`config.mk`:
```
export PLATFORM = sky130hd
export DESIGN_NAME = control_sequencer
export DESIGN_NICKNAME = d
export VERILOG_FILES = /design/src/rtl/cpu_ctrl_pkg.sv /design/src/rtl/ir_class_decode.sv /design/src/rtl/control_sequencer.sv
export SDC_FILE = /design/constraint.sdc
export NUM_CORES = 1
export LEC_CHECK = 0
export BUFFER_PORTS_ARGS = -buffer_cell sky130_fd_sc_hd__buf_2
export CAP_MARGIN = 20
export CORE_ASPECT_RATIO = 0.7
export CORE_MARGIN = 2
export CORE_UTILIZATION = 29
export DETAILED_ROUTE_END_ITERATION = 6
export PLACE_DENSITY = 0.66
export RECOVER_POWER = 100
export SKIP_CTS_REPAIR_TIMING = 1
export SLEW_MARGIN = 0
export SYNTH_ARGS = -nofsm -noshare
export SYNTH_HDL_FRONTEND = slang
export SYNTH_SLANG_ARGS = --single-unit
```
`constraint.sdc`:
```
create_clock -name Clock -period 3.15 [get_ports Clock]
set_clock_uncertainty 0.1 [all_clocks]
set_input_delay 0.315 -clock Clock [delete_from_list [all_inputs] [get_ports Clock]]
set_output_delay 0.315 -clock Clock [all_outputs]
set_load 0.05 [all_outputs]
```
`src/rtl/cpu_ctrl_pkg.sv`:
```
// Shared definitions for the cpu_bus control sequencer: opcodes, IR field positions, state encoding.
// Optional MUL/DIV support is selected elsewhere with the SEQ_MULDIV_EN macro.
package cpu_ctrl_pkg;

    localparam int OPC_W           = 5;
    localparam int RSEL_W          = 4;
    localparam int MEM_TIMEOUT_DEF = 15;

    localparam int OPC_MSB = 31;
    localparam int OPC_LSB = 27;
    localparam int RA_MSB  = 26;
    localparam int RA_LSB  = 23;
    localparam int RB_MSB  = 22;
    localparam int RB_LSB  = 19;
    localparam int RC_MSB  = 18;
    localparam int RC_LSB  = 15;

    localparam logic [OPC_W-1:0] OP_ADD  = 5'b00011;
    localparam logic [OPC_W-1:0] OP_SUB  = 5'b00100;
    localparam logic [OPC_W-1:0] OP_SHR  = 5'b00101;
    localparam logic [OPC_W-1:0] OP_SHL  = 5'b00110;
    localparam logic [OPC_W-1:0] OP_ROR  = 5'b00111;
    localparam logic [OPC_W-1:0] OP_ROL  = 5'b01000;
    localparam logic [OPC_W-1:0] OP_AND  = 5'b01001;
    localparam logic [OPC_W-1:0] OP_OR   = 5'b01010;
    localparam logic [OPC_W-1:0] OP_MUL  = 5'b01111;
    localparam logic [OPC_W-1:0] OP_DIV  = 5'b10000;
    localparam logic [OPC_W-1:0] OP_NEG  = 5'b10001;
    localparam logic [OPC_W-1:0] OP_NOT  = 5'b10010;
    localparam logic [OPC_W-1:0] OP_HALT = 5'b11010;

    typedef enum logic [3:0] {
        S_IDLE   = 4'd0,
        S_T0     = 4'd1,
        S_T1     = 4'd2,
        S_T2     = 4'd3,
        S_T3     = 4'd4,
        S_T4     = 4'd5,
        S_T5     = 4'd6,
        S_T6     = 4'd7,
        S_HALTED = 4'd8,
        S_FAULT  = 4'd9
    } state_t;

    typedef struct packed {
        logic is_binary;
        logic is_unary;
        logic is_muldiv;
        logic is_halt;
        logic is_illegal;
    } ir_class_t;

endpackage

```
`src/rtl/ir_class_decode.sv`:
```
// Combinational opcode classifier. With SEQ_MULDIV_EN undefined, MUL/DIV fall
// through to the illegal class.
module ir_class_decode
    import cpu_ctrl_pkg::*;
(
    input  logic [OPC_W-1:0] opcode,
    output ir_class_t        cls
);

    always_comb begin
        cls = '0;
        case (opcode)
            OP_ADD, OP_SUB, OP_SHR, OP_SHL,
            OP_ROR, OP_ROL, OP_AND, OP_OR: cls.is_binary  = 1'b1;
            OP_NEG, OP_NOT:                cls.is_unary   = 1'b1;
`ifdef SEQ_MULDIV_EN
            OP_MUL, OP_DIV:                cls.is_muldiv  = 1'b1;
`endif
            OP_HALT:                       cls.is_halt    = 1'b1;
            default:                       cls.is_illegal = 1'b1;
        endcase
    end

endmodule

```
`src/rtl/control_sequencer.sv`:
```
// Hardwired T-state control unit for the cpu_bus datapath (fetch, decode, execute).
// SEQ_MULDIV_EN builds the MUL/DIV sequences and T6; otherwise those opcodes fault as illegal.
module control_sequencer
    import cpu_ctrl_pkg::*;
#(
    parameter int MEM_TIMEOUT = MEM_TIMEOUT_DEF
)
(
    input  logic             Clock,
    input  logic             Clear,
    input  logic             Run,
    input  logic             mem_rdy,
    input  logic [31:0]      IR,
    output logic             PCout,
    output logic             PCin,
    output logic             IncPC,
    output logic             MARin,
    output logic             Read,
    output logic             MDRin,
    output logic             MDRout,
    output logic             IRin,
    output logic             Yin,
    output logic             ZLowIn,
    output logic             ZHighIn,
    output logic             Zlowout,
    output logic             ZHighout,
    output logic             HIin,
    output logic             LOin,
    output logic             Gra,
    output logic             Grb,
    output logic             Grc,
    output logic             Rin,
    output logic             Rout,
    output logic [OPC_W-1:0] alu_op,
    output logic             busy,
    output logic             halted,
    output logic             illegal,
    output logic             mem_fault,
    output state_t           state_dbg
);

    localparam int CNT_W = $clog2(MEM_TIMEOUT + 1);
    localparam logic [CNT_W-1:0] CNT_MAX = CNT_W'(MEM_TIMEOUT);

    state_t           state;
    state_t           state_next;
    logic [CNT_W-1:0] wait_cnt;
    ir_class_t        dec;
    logic             cls_binary;
    logic             cls_unary;
    logic             cls_muldiv;
    logic             unused_ir;

    assign unused_ir = ^IR[OPC_LSB-1:0];
    assign state_dbg = state;

    ir_class_decode u_decode (
        .opcode (IR[OPC_MSB:OPC_LSB]),
        .cls    (dec)
    );

    // Instruction class is captured as T2 exits so T3..T6 strobes depend on registers only.
    always_ff @(posedge Clock) begin
        if (Clear) begin
            state      <= S_IDLE;
            wait_cnt   <= '0;
            cls_binary <= 1'b0;
            cls_unary  <= 1'b0;
            cls_muldiv <= 1'b0;
            halted     <= 1'b0;
            illegal    <= 1'b0;
            mem_fault  <= 1'b0;
        end else begin
            state    <= state_next;
            wait_cnt <= (state == S_T1 && !mem_rdy && wait_cnt != CNT_MAX) ? wait_cnt + 1'b1 : '0;
            if (state == S_T2) begin
                cls_binary <= dec.is_binary;
                cls_unary  <= dec.is_unary;
                cls_muldiv <= dec.is_muldiv;
            end
            if (state == S_T2 && state_next == S_HALTED) halted    <= 1'b1;
            if (state == S_T2 && state_next == S_FAULT)  illegal   <= 1'b1;
            if (state == S_T1 && state_next == S_FAULT)  mem_fault <= 1'b1;
        end
    end

    always_comb begin
        state_next = state;
        case (state)
            S_IDLE:   if (Run) state_next = S_T0;
            S_T0:     state_next = S_T1;
            S_T1: begin
                if (mem_rdy)                   state_next = S_T2;
                else if (wait_cnt == CNT_MAX)  state_next = S_FAULT;
            end
            S_T2: begin
                if (dec.is_halt)         state_next = S_HALTED;
                else if (dec.is_illegal) state_next = S_FAULT;
                else                     state_next = S_T3;
            end
            S_T3:     state_next = S_T4;
            S_T4:     state_next = S_T5;
            S_T5: begin
                state_next = Run ? S_T0 : S_IDLE;
`ifdef SEQ_MULDIV_EN
                if (cls_muldiv) state_next = S_T6;
`endif
            end
`ifdef SEQ_MULDIV_EN
            S_T6:     state_next = Run ? S_T0 : S_IDLE;
`endif
            S_HALTED: state_next = S_HALTED;
            S_FAULT:  state_next = S_FAULT;
            default:  state_next = S_IDLE;
        endcase
    end

    always_comb begin
        {PCout, PCin, IncPC, MARin, Read, MDRin, MDRout, IRin} = '0;
        {Yin, ZLowIn, ZHighIn, Zlowout, ZHighout, HIin, LOin}  = '0;
        {Gra, Grb, Grc, Rin, Rout}                             = '0;
        alu_op = '0;
        busy   = 1'b0;
        case (state)
            S_T0: begin
                busy = 1'b1;
                {PCout, MARin, IncPC, PCin} = 4'b1111;
            end
            S_T1: begin
                busy = 1'b1;
                {Read, MDRin} = 2'b11;
            end
            S_T2: begin
                busy = 1'b1;
                {MDRout, IRin} = 2'b11;
            end
            S_T3: begin
                busy = 1'b1;
                if (cls_binary) {Grb, Rout, Yin} = 3'b111;
                if (cls_muldiv) {Gra, Rout, Yin} = 3'b111;
            end
            S_T4: begin
                busy   = 1'b1;
                alu_op = IR[OPC_MSB:OPC_LSB];
                ZLowIn = 1'b1;
                Rout   = 1'b1;
                if (cls_binary)              Grc = 1'b1;
                if (cls_unary || cls_muldiv) Grb = 1'b1;
`ifdef SEQ_MULDIV_EN
                if (cls_muldiv) ZHighIn = 1'b1;
`endif
            end
            S_T5: begin
                busy    = 1'b1;
                Zlowout = 1'b1;
                if (!cls_muldiv) {Gra, Rin} = 2'b11;
`ifdef SEQ_MULDIV_EN
                if (cls_muldiv) LOin = 1'b1;
`endif
            end
`ifdef SEQ_MULDIV_EN
            S_T6: begin
                busy = 1'b1;
                {ZHighout, HIin} = 2'b11;
            end
`endif
            default: ;
        endcase
    end

endmodule

```
## Yosys cells after proc, flatten, opt, wreduce, memory -nomap -nowiden

Cells that the tools add are included.

- Multiplexer cells: 23
- Reduce and logical (&&, ||, !) cells: 12
- Bitwise gates (word level): 1
- Add/sub/neg operators: 1
- Equal/unequal tests: 23

Operators by type and width:

| kind | number |
|---|---|
| case mux 4 bit (9 select lines) | 1 |
| equality test 4 bit, second input constant | 5 |
| equality test 5 x 3 -> 1 bit, second input constant | 4 |
| two-way mux 4 bit | 5 |
| equality test 5 x 4 -> 1 bit, second input constant | 3 |
| equality test 5 bit, second input constant | 3 |
| two-way mux 1 bit | 14 |
| equality test 4 x 3 -> 1 bit, second input constant | 3 |
| OR reduction 11 bit | 1 |
| equality test 4 x 2 -> 1 bit, second input constant | 2 |
| OR reduction 8 bit | 1 |
| OR reduction 6 bit | 1 |
| equality test 5 x 2 -> 1 bit, second input constant | 1 |
| logical AND 1 bit | 5 |
| two-way mux 5 bit | 1 |
| adder 4 x 1 -> 4 bit, second input constant | 1 |
| equality test 4 x 1 -> 1 bit, second input constant | 1 |
| logical NOT 4 bit | 1 |
| inequality test 4 bit, second input constant | 1 |
| case mux 1 bit (2 select lines) | 2 |
| OR reduction 2 bit | 2 |
| logical NOT 1 bit | 1 |
| NOT 1 bit | 1 |

- Word-level logic and storage cells: 67
- Bits of input ports: 36
- Register bits after elaboration: 13

## Longest topological paths before layout

- Depth in word-level cells: 7
- Depth in mapped cells: 5
- Gate-level depth less buffers: 5

## Modules after synthesis

A second synthesis with hierarchy kept.

- Cell total of the unflattened synthesis: 125
- Area, all modules: 962.2 um^2

By module, submodules not included:

| module | instances | area each (um^2) | cells an instance | seq. area each (um^2) |
|---|---|---|---|---|
| control_sequencer | 1 | 848.3 | 106 | 280.3 |
| ir_class_decode | 1 | 113.9 | 19 | 0.0 |

## Worst setup path before layout

OpenSTA, ideal clock, no wires.

- Path type: register -> output
- Start point: reg state[0], in the netlist state_dbg[0]
- End point: out MARin
- Required time: 2,735 ps
- Slack: 111 ps
- Cell stages (with the launch flop): 4
- Arrival time: 2,624 ps
- Cells stage by stage: dfxtp_1 > nand2b_1 > nor3_1 > buf_4

- Cells in the longest elaborated chain, start to end: 2

RTL lines:

| element | line | text |
|---|---|---|
| start, declared | control_sequencer.sv:45 | `state_t state;` |
| start signal, assigned | control_sequencer.sv:74 | `state <= state_next;` |
| equality test 4 x 1 -> 1 bit | n/a |  |
| two-way mux 1 bit | n/a |  |
| end, declared | control_sequencer.sv:17 | `output logic MARin,` |

Every way passes these cells.

## Worst setup path after layout

- Start point: reg state[2], in the netlist state_dbg[2]
- End point: out Rout

- Cells in the longest elaborated chain, start to end: 2
- Elaborated cells between the ends (all ways): 3
- Those cells by class: eq/ne (2); mux (1)

RTL lines:

| element | line | text |
|---|---|---|
| equality test 4 x 3 -> 1 bit | control_sequencer.sv:124 | `case (state)` |
| case mux 1 bit (2 select lines) (*) | control_sequencer.sv:124 |  |
| end, declared | control_sequencer.sv:33 | `output logic Rout,` |

Mark *: on every way between the ends. The rest lies on a longest branch, timed or not.

==> summary.md <==
| Metric | Value |
|---|---|
| Status | `finished clean` |
| Vias per inst | `4.68` |
| Crit share post-route | `81.3%` |
| Lkg Pwr | `0.403 nW` |
| Tightest Hold Check Type | `input pin to flop` |
| DR WL/cell | `10.9 um` |
| Die Wd | `71.2 um` |
| Initial antenna violation count | `0` |
| Clk sinks | `13` |
| CTS Buf Count | `3` |
| Via count | `851` |
| Initial core utilization | `29.7%` |
| Top_reg_cell synth | `dfxtp_1` |
| Slew HR | `41.4%` |
| GP Congestion | `0.782` |
| Die area | `0.00364 mm^2` |
| Grt ovf | `0` |
| Commonest non-fill, non-tap cell in the layout | `clkbuf_1` |
| Netlist cell types | `40` |
| Max Root-Sink Buffers | `2` |
| Synth warnings | `0` |
| Drt drc | `0` |
| Vias in the first global route | `705` |
| CP Capture Type | `primary output` |
| CTS tree | `done` |
| Worst path bufs/invs | `1` |
| DRT iter0 DRCs | `36` |
| Share of cells above drive strength 1 | `7.64%` |
| Core Util, Final | `33.4%` |
| Seq cells post-synth | `13` |
| Worst slew pin tran | `0.867 ns` |
| Unrepaired setup endpoints after global routing | `false` |
| P per Cell Area | `456 mW/mm^2` |
| Setup CP Type | `flop to primary output` |
| Routed wire length | `1.99 mm` |
| DRT Pass-1 Iters | `4` |
| Die Height | `51.1 um` |
| Setup TNS | `0 ns` |
| Tmin final | `2.56 ns` |
| Row count | `17` |
| Max Freq | `391 MHz` |
| Mean Syn Cell Area | `7.84 um^2` |
| Post-synth EDFFs | `0` |
| Final hold slack | `0.272 ns` |
| CP Cell Sequence | `nand2b_1 -> or4b_1 -> o21ai_0 -> clkbuf_1` |
| P&R area growth vs syn | `12.4%` |
| Clock transition at path regs | `0.06 ns` |
| Area post-placement | `0.00105 mm^2` |
| Slowest cell on the critical path | `dfxtp_1` |
| Peak supply drop | `0.000140 V` |
| Cells after synthesis | `117` |
| CTS root buf | `clkbuf_8` |
| Type of origin of the critical path | `flop` |
| Htree depth | `1` |
| Port buffer count | `37` |
| Placeable Area | `0.00308 mm^2` |
| Clk_lat worst skew | `0.24 ns` |
| N_diodes | `0` |
| Fin nets | `182` |
| Max_cap viols | `0` |
| Slew Limit Fails | `0` |
| Final instance area | `0.00103 mm^2` |
| GRT Resource Usage Total | `10.8%` |
| Post-synthesis sequential area ratio | `28.4%` |
| Largest net degree at the start of global routing | `16` |
| IO Pins | `69` |
| Total power | `0.470 mW` |
| Post-Syn Area | `917 um^2` |
| Final Hold Viols | `0` |
| Post-DRT Antenna Nets | `0` |
| CP Data Required Time | `2.73 ns` |
| Crit path largest cell delay | `0.57 ns` |
| Post-synth ARST share | `0%` |
| Maximum fanout along the worst path | `15` |
| Hpwl dp | `1.44 mm` |
| Commonest cells after routing, fill and taps aside | `clkbuf_1, nor2_1, dfxtp_1` |
| Arr. time, crit path | `2.14 ns` |
| Top Family by Delay on Critical Path | `simple AND/OR/NAND/NOR gates` |
| Setup violations, final | `0` |
| First-pass GRT wire length | `3.16 mm` |
per-stage QoR:
step | cells | setup WS (ns)
6_report | 182 | 0.590
5_1_grt | 182 | 0.434
4_1_cts | 182 | 0.737
3_5_place_dp | 178 | 1.00
3_3_place_gp | 178 | 0.976
2_1_floorplan | 120 | 0.111
where the power goes:
group	leakage [nW]	internal, mW	switching (mW)
logic	0.275	0.0281	0.112
registers	0.105	0.170	0.0106
clock network	0.0228	0.0894	0.0611
Yosys cell counts, types with 3 or more instances:
library cell | n | share of area, %
dfxtp_1 | 13 | 28
nor2_1 | 13 | 5.3
buf_4 | 11 | 9.0
nand2b_1 | 9 | 6.1
inv_1 | 7 | 2.9
nor3_1 | 7 | 3.8
a21oi_1 | 6 | 3.3
and2_1 | 5 | 3.4
buf_2 | 4 | 2.2
o21ai_0 | 4 | 2.2
nand2_1 | 3 | 1.2
cell families (layout without fill, tap and decap cells):
logic type | Yosys count | after routing | share of synthesized area, %
simple gates | 52 | 52 | 34.8
buf+inv | 24 | 48 | 15.0
compound gates | 23 | 23 | 17.2
flops | 13 | 13 | 28.4
xor+xnor | 3 | 3 | 2.87
fa+ha+maj | 1 | 1 | 1.36
other cells | 1 | 4 | 0.409
per-layer routing:
layer | GRT usage (%) | up-vias | part of all wire, %
li1 | - | 449 | -
met1 | 15.9 | 366 | 53
met2 | 15.0 | 31 | 37
met3 | 1.58 | 5 | 8.0
met4 | 5.66 | 0 | 2.0
met5 | 0 | - | 0
path summary, 6_finish.rpt:
check	endpoint	start	depth (start not counted)	slack, ns
setup / recovery	Rout	state_dbg[2]	4	0.59
hold / removal	mem_fault	Clear	2	0.27
setup reg to reg	wait_cnt[2]	state_dbg[1]	3	1.19
hold reg to reg	mem_fault	mem_fault	2	0.35
cell type report:
class	instances	area (um^2)
Clock buffer	4	45.0
Fill cell	339	2050
Inverter	7	26.3
Multi-Input combinational cell	83	503
Sequential cell	13	260
Tap cell	38	47.5
Timing Repair Buffer	37	149
state kept, by name, indices dropped and copies added (netlist names):
name        cells
state_dbg       4
wait_cnt        4
cls_binary      1
cls_unary       1
halted          1
illegal         1
mem_fault       1
No activity file was read; power rests on OpenSTA's default activity.
